$ cat config.mk
export PLATFORM = sky130hd
export DESIGN_NAME = sysid_reader
export DESIGN_NICKNAME = d
export VERILOG_FILES = /design/src/rtl/sysid_pkg.sv /design/src/rtl/avm_single_read.sv /design/src/rtl/sysid_reader.sv
export SDC_FILE = /design/constraint.sdc
export NUM_CORES = 1
export LEC_CHECK = 0
export CAP_MARGIN = 20
export CORE_MARGIN = 1.5
export CORE_UTILIZATION = 30
export DETAILED_ROUTE_END_ITERATION = 7
export SYNTH_ARGS = -nofsm -noshare
export SYNTH_HDL_FRONTEND = slang
export SYNTH_SLANG_ARGS = --single-unit
$ cat constraint.sdc
create_clock -name clock -period 5.6 [get_ports clock]
set_input_delay 0.56 -clock clock [delete_from_list [all_inputs] [get_ports clock]]
set_output_delay 0.56 -clock clock [all_outputs]
set_load 0.005 [all_outputs]
$ cat src/rtl/sysid_pkg.sv
// Shared definitions for the system-ID reader: FSM encodings, word addresses
// and the default expected ID / build-timestamp values.
package sysid_pkg;

    typedef enum logic [2:0] {
        ST_IDLE   = 3'd0,
        ST_REQ_ID = 3'd1,
        ST_LAT_ID = 3'd2,
        ST_REQ_TS = 3'd3,
        ST_LAT_TS = 3'd4,
        ST_FIN    = 3'd5
    } sysid_state_e;

    typedef enum logic [1:0] {
        RD_IDLE = 2'd0,
        RD_REQ  = 2'd1,
        RD_LAT  = 2'd2
    } rd_state_e;

    localparam logic SYSID_ADDR_ID = 1'b0;
    localparam logic SYSID_ADDR_TS = 1'b1;

    localparam logic [31:0] SYSID_EXP_ID_DEF = 32'h0000_0000;
    localparam logic [31:0] SYSID_EXP_TS_DEF = 32'd1459559916;

    localparam int SYSID_LAT_W = 3;

endpackage

$ cat src/rtl/avm_single_read.sv
// One Avalon-MM read transaction: request held until accepted, fixed read
// latency, and abort after TIMEOUT_CYCLES stalled request cycles.
module avm_single_read
    import sysid_pkg::*;
#(
    parameter int READ_LATENCY   = 0,
    parameter int TIMEOUT_CYCLES = 255
) (
    input  logic        clock,
    input  logic        reset_n,
    input  logic        go,
    input  logic        addr,
    output logic        avm_address,
    output logic        avm_read,
    input  logic        avm_waitrequest,
    input  logic [31:0] avm_readdata,
    output logic        rd_accept,
    output logic        rd_done,
    output logic        rd_timeout,
    output logic [31:0] rd_data
);

    localparam int CNT_W = $clog2(TIMEOUT_CYCLES + 1);
    localparam logic [CNT_W-1:0]       CNT_MAX = CNT_W'(TIMEOUT_CYCLES);
    localparam logic [SYSID_LAT_W-1:0] LAT_N   = SYSID_LAT_W'(READ_LATENCY);
    localparam logic [SYSID_LAT_W-1:0] LAT_ONE = SYSID_LAT_W'(1);

    rd_state_e              state_q, state_d;
    logic                   addr_q, addr_d;
    logic [CNT_W-1:0]       cnt_q, cnt_d;
    logic [SYSID_LAT_W-1:0] lat_q, lat_d;

    always_comb begin
        // NOTE: every signal written here gets a default first, so no latch is inferred.
        state_d    = state_q;
        addr_d     = addr_q;
        cnt_d      = cnt_q;
        lat_d      = lat_q;
        rd_accept  = 1'b0;
        rd_done    = 1'b0;
        rd_timeout = 1'b0;

        case (state_q)
            RD_IDLE: begin
                if (go) begin
                    state_d = RD_REQ;
                    addr_d  = addr;
                    cnt_d   = '0;
                end
            end
            RD_REQ: begin
                if (!avm_waitrequest) begin
                    addr_d = SYSID_ADDR_ID;
                    if (READ_LATENCY == 0) begin
                        rd_done = 1'b1;
                        state_d = RD_IDLE;
                    end else begin
                        rd_accept = 1'b1;
                        lat_d     = LAT_ONE;
                        state_d   = RD_LAT;
                    end
                end else begin
                    cnt_d = cnt_q + 1'b1;
                    if (cnt_d == CNT_MAX) begin
                        rd_timeout = 1'b1;
                        addr_d     = SYSID_ADDR_ID;
                        state_d    = RD_IDLE;
                    end
                end
            end
            RD_LAT: begin
                // lat_q counts cycles since the accept cycle; data is taken at exactly N.
                if (lat_q == LAT_N) begin
                    rd_done = 1'b1;
                    state_d = RD_IDLE;
                end else begin
                    lat_d = lat_q + 1'b1;
                end
            end
            default: state_d = RD_IDLE;
        endcase
    end

    // NOTE: state is updated with non-blocking assignments; the async reset also drops avm_read at once.
    always_ff @(posedge clock or negedge reset_n) begin
        if (!reset_n) begin
            state_q <= RD_IDLE;
            addr_q  <= SYSID_ADDR_ID;
            cnt_q   <= '0;
            lat_q   <= '0;
        end else begin
            state_q <= state_d;
            addr_q  <= addr_d;
            cnt_q   <= cnt_d;
            lat_q   <= lat_d;
        end
    end

    assign avm_read    = (state_q == RD_REQ);
    assign avm_address = addr_q;
    assign rd_data     = avm_readdata;

endmodule

$ cat src/rtl/sysid_reader.sv
// Boot-time image check: reads the system ID and build timestamp from the
// system-ID slave and reports match / mismatch / timeout.
module sysid_reader
    import sysid_pkg::*;
#(
    parameter logic [31:0] EXP_ID         = SYSID_EXP_ID_DEF,
    parameter logic [31:0] EXP_TIMESTAMP  = SYSID_EXP_TS_DEF,
    parameter int          READ_LATENCY   = 0,
    parameter int          TIMEOUT_CYCLES = 255
) (
    input  logic        clock,
    input  logic        reset_n,
    input  logic        start,
    output logic        avm_address,
    output logic        avm_read,
    input  logic        avm_waitrequest,
    input  logic [31:0] avm_readdata,
    output logic        busy,
    output logic        done,
    output logic        id_ok,
    output logic        ts_ok,
    output logic        timeout,
    output logic [31:0] id_value,
    output logic [31:0] ts_value
);

    sysid_state_e state_q, state_d;
    logic         go_q, go_d;
    logic         id_ok_q, id_ok_d;
    logic         ts_ok_q, ts_ok_d;
    logic         timeout_q, timeout_d;
    logic [31:0]  id_value_q, id_value_d;
    logic [31:0]  ts_value_q, ts_value_d;

    logic        rd_addr;
    logic        rd_accept;
    logic        rd_done;
    logic        rd_timeout;
    logic [31:0] rd_data;

    assign rd_addr = (state_q == ST_REQ_TS) ? SYSID_ADDR_TS : SYSID_ADDR_ID;

    avm_single_read #(
        .READ_LATENCY   (READ_LATENCY),
        .TIMEOUT_CYCLES (TIMEOUT_CYCLES)
    ) u_read (
        .clock           (clock),
        .reset_n         (reset_n),
        .go              (go_q),
        .addr            (rd_addr),
        .avm_address     (avm_address),
        .avm_read        (avm_read),
        .avm_waitrequest (avm_waitrequest),
        .avm_readdata    (avm_readdata),
        .rd_accept       (rd_accept),
        .rd_done         (rd_done),
        .rd_timeout      (rd_timeout),
        .rd_data         (rd_data)
    );

    always_comb begin
        state_d    = state_q;
        id_ok_d    = id_ok_q;
        ts_ok_d    = ts_ok_q;
        timeout_d  = timeout_q;
        id_value_d = id_value_q;
        ts_value_d = ts_value_q;

        case (state_q)
            ST_IDLE: begin
                if (start) begin
                    state_d    = ST_REQ_ID;
                    id_ok_d    = 1'b0;
                    ts_ok_d    = 1'b0;
                    timeout_d  = 1'b0;
                    id_value_d = '0;
                    ts_value_d = '0;
                end
            end
            ST_REQ_ID, ST_LAT_ID: begin
                if (rd_timeout) begin
                    timeout_d = 1'b1;
                    id_ok_d   = 1'b0;
                    ts_ok_d   = 1'b0;
                    state_d   = ST_FIN;
                end else if (rd_done) begin
                    id_value_d = rd_data;
                    id_ok_d    = (rd_data == EXP_ID);
                    state_d    = ST_REQ_TS;
                end else if (rd_accept) begin
                    state_d = ST_LAT_ID;
                end
            end
            ST_REQ_TS, ST_LAT_TS: begin
                if (rd_timeout) begin
                    timeout_d = 1'b1;
                    id_ok_d   = 1'b0;
                    ts_ok_d   = 1'b0;
                    state_d   = ST_FIN;
                end else if (rd_done) begin
                    ts_value_d = rd_data;
                    ts_ok_d    = (rd_data == EXP_TIMESTAMP);
                    state_d    = ST_FIN;
                end else if (rd_accept) begin
                    state_d = ST_LAT_TS;
                end
            end
            ST_FIN:  state_d = ST_IDLE;
            default: state_d = ST_IDLE;
        endcase

        // The reader is kicked once on entry to each request state; its own
        // idle cycle gives the mandatory gap between the two reads.
        go_d = (state_d != state_q) &&
               ((state_d == ST_REQ_ID) || (state_d == ST_REQ_TS));
    end

    always_ff @(posedge clock or negedge reset_n) begin
        if (!reset_n) begin
            state_q    <= ST_IDLE;
            go_q       <= 1'b0;
            id_ok_q    <= 1'b0;
            ts_ok_q    <= 1'b0;
            timeout_q  <= 1'b0;
            id_value_q <= '0;
            ts_value_q <= '0;
        end else begin
            state_q    <= state_d;
            go_q       <= go_d;
            id_ok_q    <= id_ok_d;
            ts_ok_q    <= ts_ok_d;
            timeout_q  <= timeout_d;
            id_value_q <= id_value_d;
            ts_value_q <= ts_value_d;
        end
    end

    assign busy     = (state_q != ST_IDLE) && (state_q != ST_FIN);
    assign done     = (state_q == ST_FIN);
    assign id_ok    = id_ok_q;
    assign ts_ok    = ts_ok_q;
    assign timeout  = timeout_q;
    assign id_value = id_value_q;
    assign ts_value = ts_value_q;

endmodule

==> key figures <==
Timing
  • Clock period minus final worst setup slack: 2.46 ns
  • Pin slew with the least headroom to its limit: 1.03 ns
  • Worst-case clock skew: 0.00693 ns
  • RSZ-0062 raised after global routing: false
  • Setup ws final: 3.14 ns
  • Share of the clock period used by the worst path after layout: 43.9%
  • Total negative slack: 0 ns
  • Hold_ws: 0.182 ns
  • Max-slew violation total from the final report: 0
  • Number of setup violations in the final report: 0
  • Maximum frequency from static timing analysis: 407 MHz
  • Hold Vio Cnt, Final: 0
  • Slew Limit Headroom: 31.4%

Clock tree
  • Clock latency of the later-clocked register in the worst-skew pair: 0.33 ns
  • H-tree depth: 3
  • Post-CTS setup buffer count: 0
  • # clock sinks: 81
  • CTS root buffer: clkbuf_16
  • Number of resized instances in the post-cts repair step: 0
  • Hold buffers post-CTS: 0
  • TritonCTS clock tree: done
  • CTS Buffer Depth: 2
  • Total CTS buffers: 9
  • Clock-pin slew reported for the worst setup and hold paths after clock tree synthesis: 0.07 ns

Final layout
  • Core Util, Final: 42.9%
  • Fin cells: 691
  • Number of fill cells in the layout: 1229
  • Signed area change from the synthesized netlist to the final layout: 39.5%
  • Layout net count: 556
  • Layout cell share with drive strength beyond 1: 5.35%
  • Antenna cell count: 0

Logic synthesis
  • Count of flip-flops with a built-in enable after synthesis: 0
  • Dominant synthesized flop cell: dfrtp_1
  • Async set-reset flop share out of synthesis: 100%
  • Synthesized netlist net count: 465
  • Synthesis Warnings: 0
  • Instance count of the mapped netlist: 427
  • Synthesized area divided by synthesized cell count: 8.69 sq um
  • Post-synthesis sequential element count: 81
  • Cell area after synthesis: 3710 sq um
  • Library cells used by synthesis: 46
  • Seq/Total Area, Yosys: 54.6%

Drt
  • Routed len/inst: 15.3 microns
  • Number of search-and-repair iterations in the first detailed-routing pass: 5
  • Remaining antenna violation count after routing: 0
  • Routed vias: 3332
  • Starting DRC count in detailed routing: 221
  • Routed wire length: 10500 microns
  • Via count normalized by instance count: 4.82
  • Number of remaining DRC errors: 0

Placed design
  • Cells after DPL: 674
  • Final estimated routing congestion in global placement: 0.785
  • IO buf count: 106
  • DP Wirelength: 7340 microns
  • Pre-CTS worst setup slack: 2.79 ns

Critical path
  • Setup slack of the most critical reg-to-reg path: 3.31 ns
  • Startpoint of the lowest-slack register-to-register path: state_q[2]$_DFF_PN0_
  • CP endpoint: ts_ok$_DFFE_PN0P_
  • Worst endpoint required time: 5.87 ns
  • Crit path from: avm_waitrequest
  • Crit. End Element: flip-flop
  • Type of element launching the critical path: input pin
  • Critical path peak fanout: 65
  • Worst reg2reg path depth: 4
  • Data arrival, critical path: 2.73 ns
  • FF-to-FF End: ts_ok$_DFFE_PN0P_
  • Type of the setup path with the least slack: in2reg

Global routing
  • Largest net degree at the start of global routing: 82
  • Total GRT Usage: 16.8%
  • Via count of the first global-routing pass: 3162
  • Remaining global-route overflow: 0
  • Antenna violations before repair: 0
  • First-pass GRT wire length: 17000 microns

Die
  • Horizontal die dimension: 114 microns
  • Starting utilization of the core area: 30.8%
  • Die Span Y: 114 microns
  • Area of the die: 13000 sq um
  • Area of the core region: 12100 sq um
  • Boundary pin count: 107
  • Number of standard-cell rows in the floorplan: 40

Pwr
  • Leakage power total: 2.17 nW
  • Worst voltage drop across the vdd grid: 0.204 mV
  • Power density relative to cell area: 469 nW/um^2

Min path
  • Min-delay worst type: in2async

Outcome
  • Run status: finished clean

Job
  • Max capacitance violation total: 0
==> placed cells by master (no fill, tap or decap), types with 4 or more instances in the layout <==
cell             instances
nor3_1                   4
a21oi_1                  5
clkdlybuf4s50_1        105
nand2_1                146
dfrtp_1                 81
inv_1                    5
nand3_1                  8
nor4_1                   6
nor2_1                   9
o21ai_0                 78
nand4_1                  8
clkbuf_16                9
==> worst min-delay path by stage <==
stage	slack, ns	cells past startpoint	startpoint	to
final	0.18	1	reset_n	id_value[18]$_DFFE_PN0P_
after global routing	0.21	1	reset_n	id_value[18]$_DFFE_PN0P_
after CTS	0.46	1	reset_n	id_value[18]$_DFFE_PN0P_
after detailed placement	0.47	2	id_value[23]$_DFFE_PN0P_	id_value[23]$_DFFE_PN0P_
after global placement	0.46	2	id_value[21]$_DFFE_PN0P_	id_value[21]$_DFFE_PN0P_
after floorplan	0.26	0	reset_n	go_q$_DFF_PN0_
==> kinds of logic (layout without fill, tap and decap cells) <==
| kind of cell | count (synthesis) | count (layout) | synth area share, % |
|---|---|---|---|
| AND/OR/NAND/NOR | 198 | 198 | 22.9 |
| AO/OA/AOI/OAI | 105 | 105 | 16.1 |
| flip-flops | 81 | 81 | 54.6 |
| buffers and inverters | 35 | 131 | 4.22 |
| XOR/XNOR | 5 | 5 | 1.18 |
| adder cells (fa/ha/maj) | 3 | 3 | 0.944 |
==> per-layer routing <==
metal  share of wire [%]  track usage [%]  vias to the layer above  routed length (microns)
met5                   0                0                        -                        0
met4                0.64             3.00                        0                       68
met2                  45             25.3                       92                     4690
met3                 5.8             4.66                        6                      615
met1                  49             24.4                     1605                     5170
li1                    -                -                     1629                        -
==> power breakdown <==
group	internal [mW]	total, mW	switching (mW)	leakage, nW
clock	0.305	0.554	0.249	0.138
combinational	0.474	0.966	0.492	0.957
sequential	0.775	0.906	0.131	1.07
total	1.55	2.43	0.873	2.17
==> cell usage after synthesis, drive strengths merged, types with 2 or more instances <==
library cell	n	area, sq um
nand2	146	548
dfrtp	81	2030
o21ai	79	395
clkbuf	20	76.3
buf	9	57.6
nor2	9	33.8
nand3	8	40.0
nand4	8	50.1
nor4	6	37.5
a21oi	5	25.0
inv	5	18.8
nor3	4	20.0
o22ai	4	31.3
a31oi	3	18.8
and2	3	18.8
nor2b	3	18.8
o41ai	3	33.8
xor2	3	26.3
a31o	2	17.5
ha	2	25.0
nand2b	2	12.5
nand4b	2	17.5
o211ai	2	15.0
or3b	2	20.0
xnor2	2	17.5
==> cell type report <==
class / count / area (sq um) / share of cell area [%]
well taps: 168 / 210 / 4.06
clock inverters: 7 / 55.1 / 1.06
repair buffers: 109 / 1100 / 21.3
flip-flops and latches: 81 / 2030 / 39.2
clock buffers: 9 / 225 / 4.35
inverters: 6 / 22.5 / 0.435
multi-input cells: 311 / 1530 / 29.6
==> critical path: stages <==
cell             delay [ns]
clkdlybuf4s50_1        0.45
nor2b_1                0.38
a31oi_1                0.15
o22a_2                 0.56
o41ai_2                0.47
a31o_1                 0.14
==> state kept, by name (all words and copies together), names as in the netlist <==
register / flops
go_q: 1
id_ok: 1
id_value: 32
state_q: 3
timeout: 1
ts_ok: 1
ts_value: 32
u_read.avm_address: 1
u_read.cnt_q: 8
u_read.state_q: 1
==> metrics by stage <==
stage / total power [mW] / area, sq um
detailed placement: 1.89 / 4870
floorplan: 1.37 / 3710
finish: 2.43 / 5170
global placement: 1.87 / 4870
global route: 2.62 / 5170
CTS: 2.46 / 5150
Note: power is estimated with default switching activity, not from simulation.
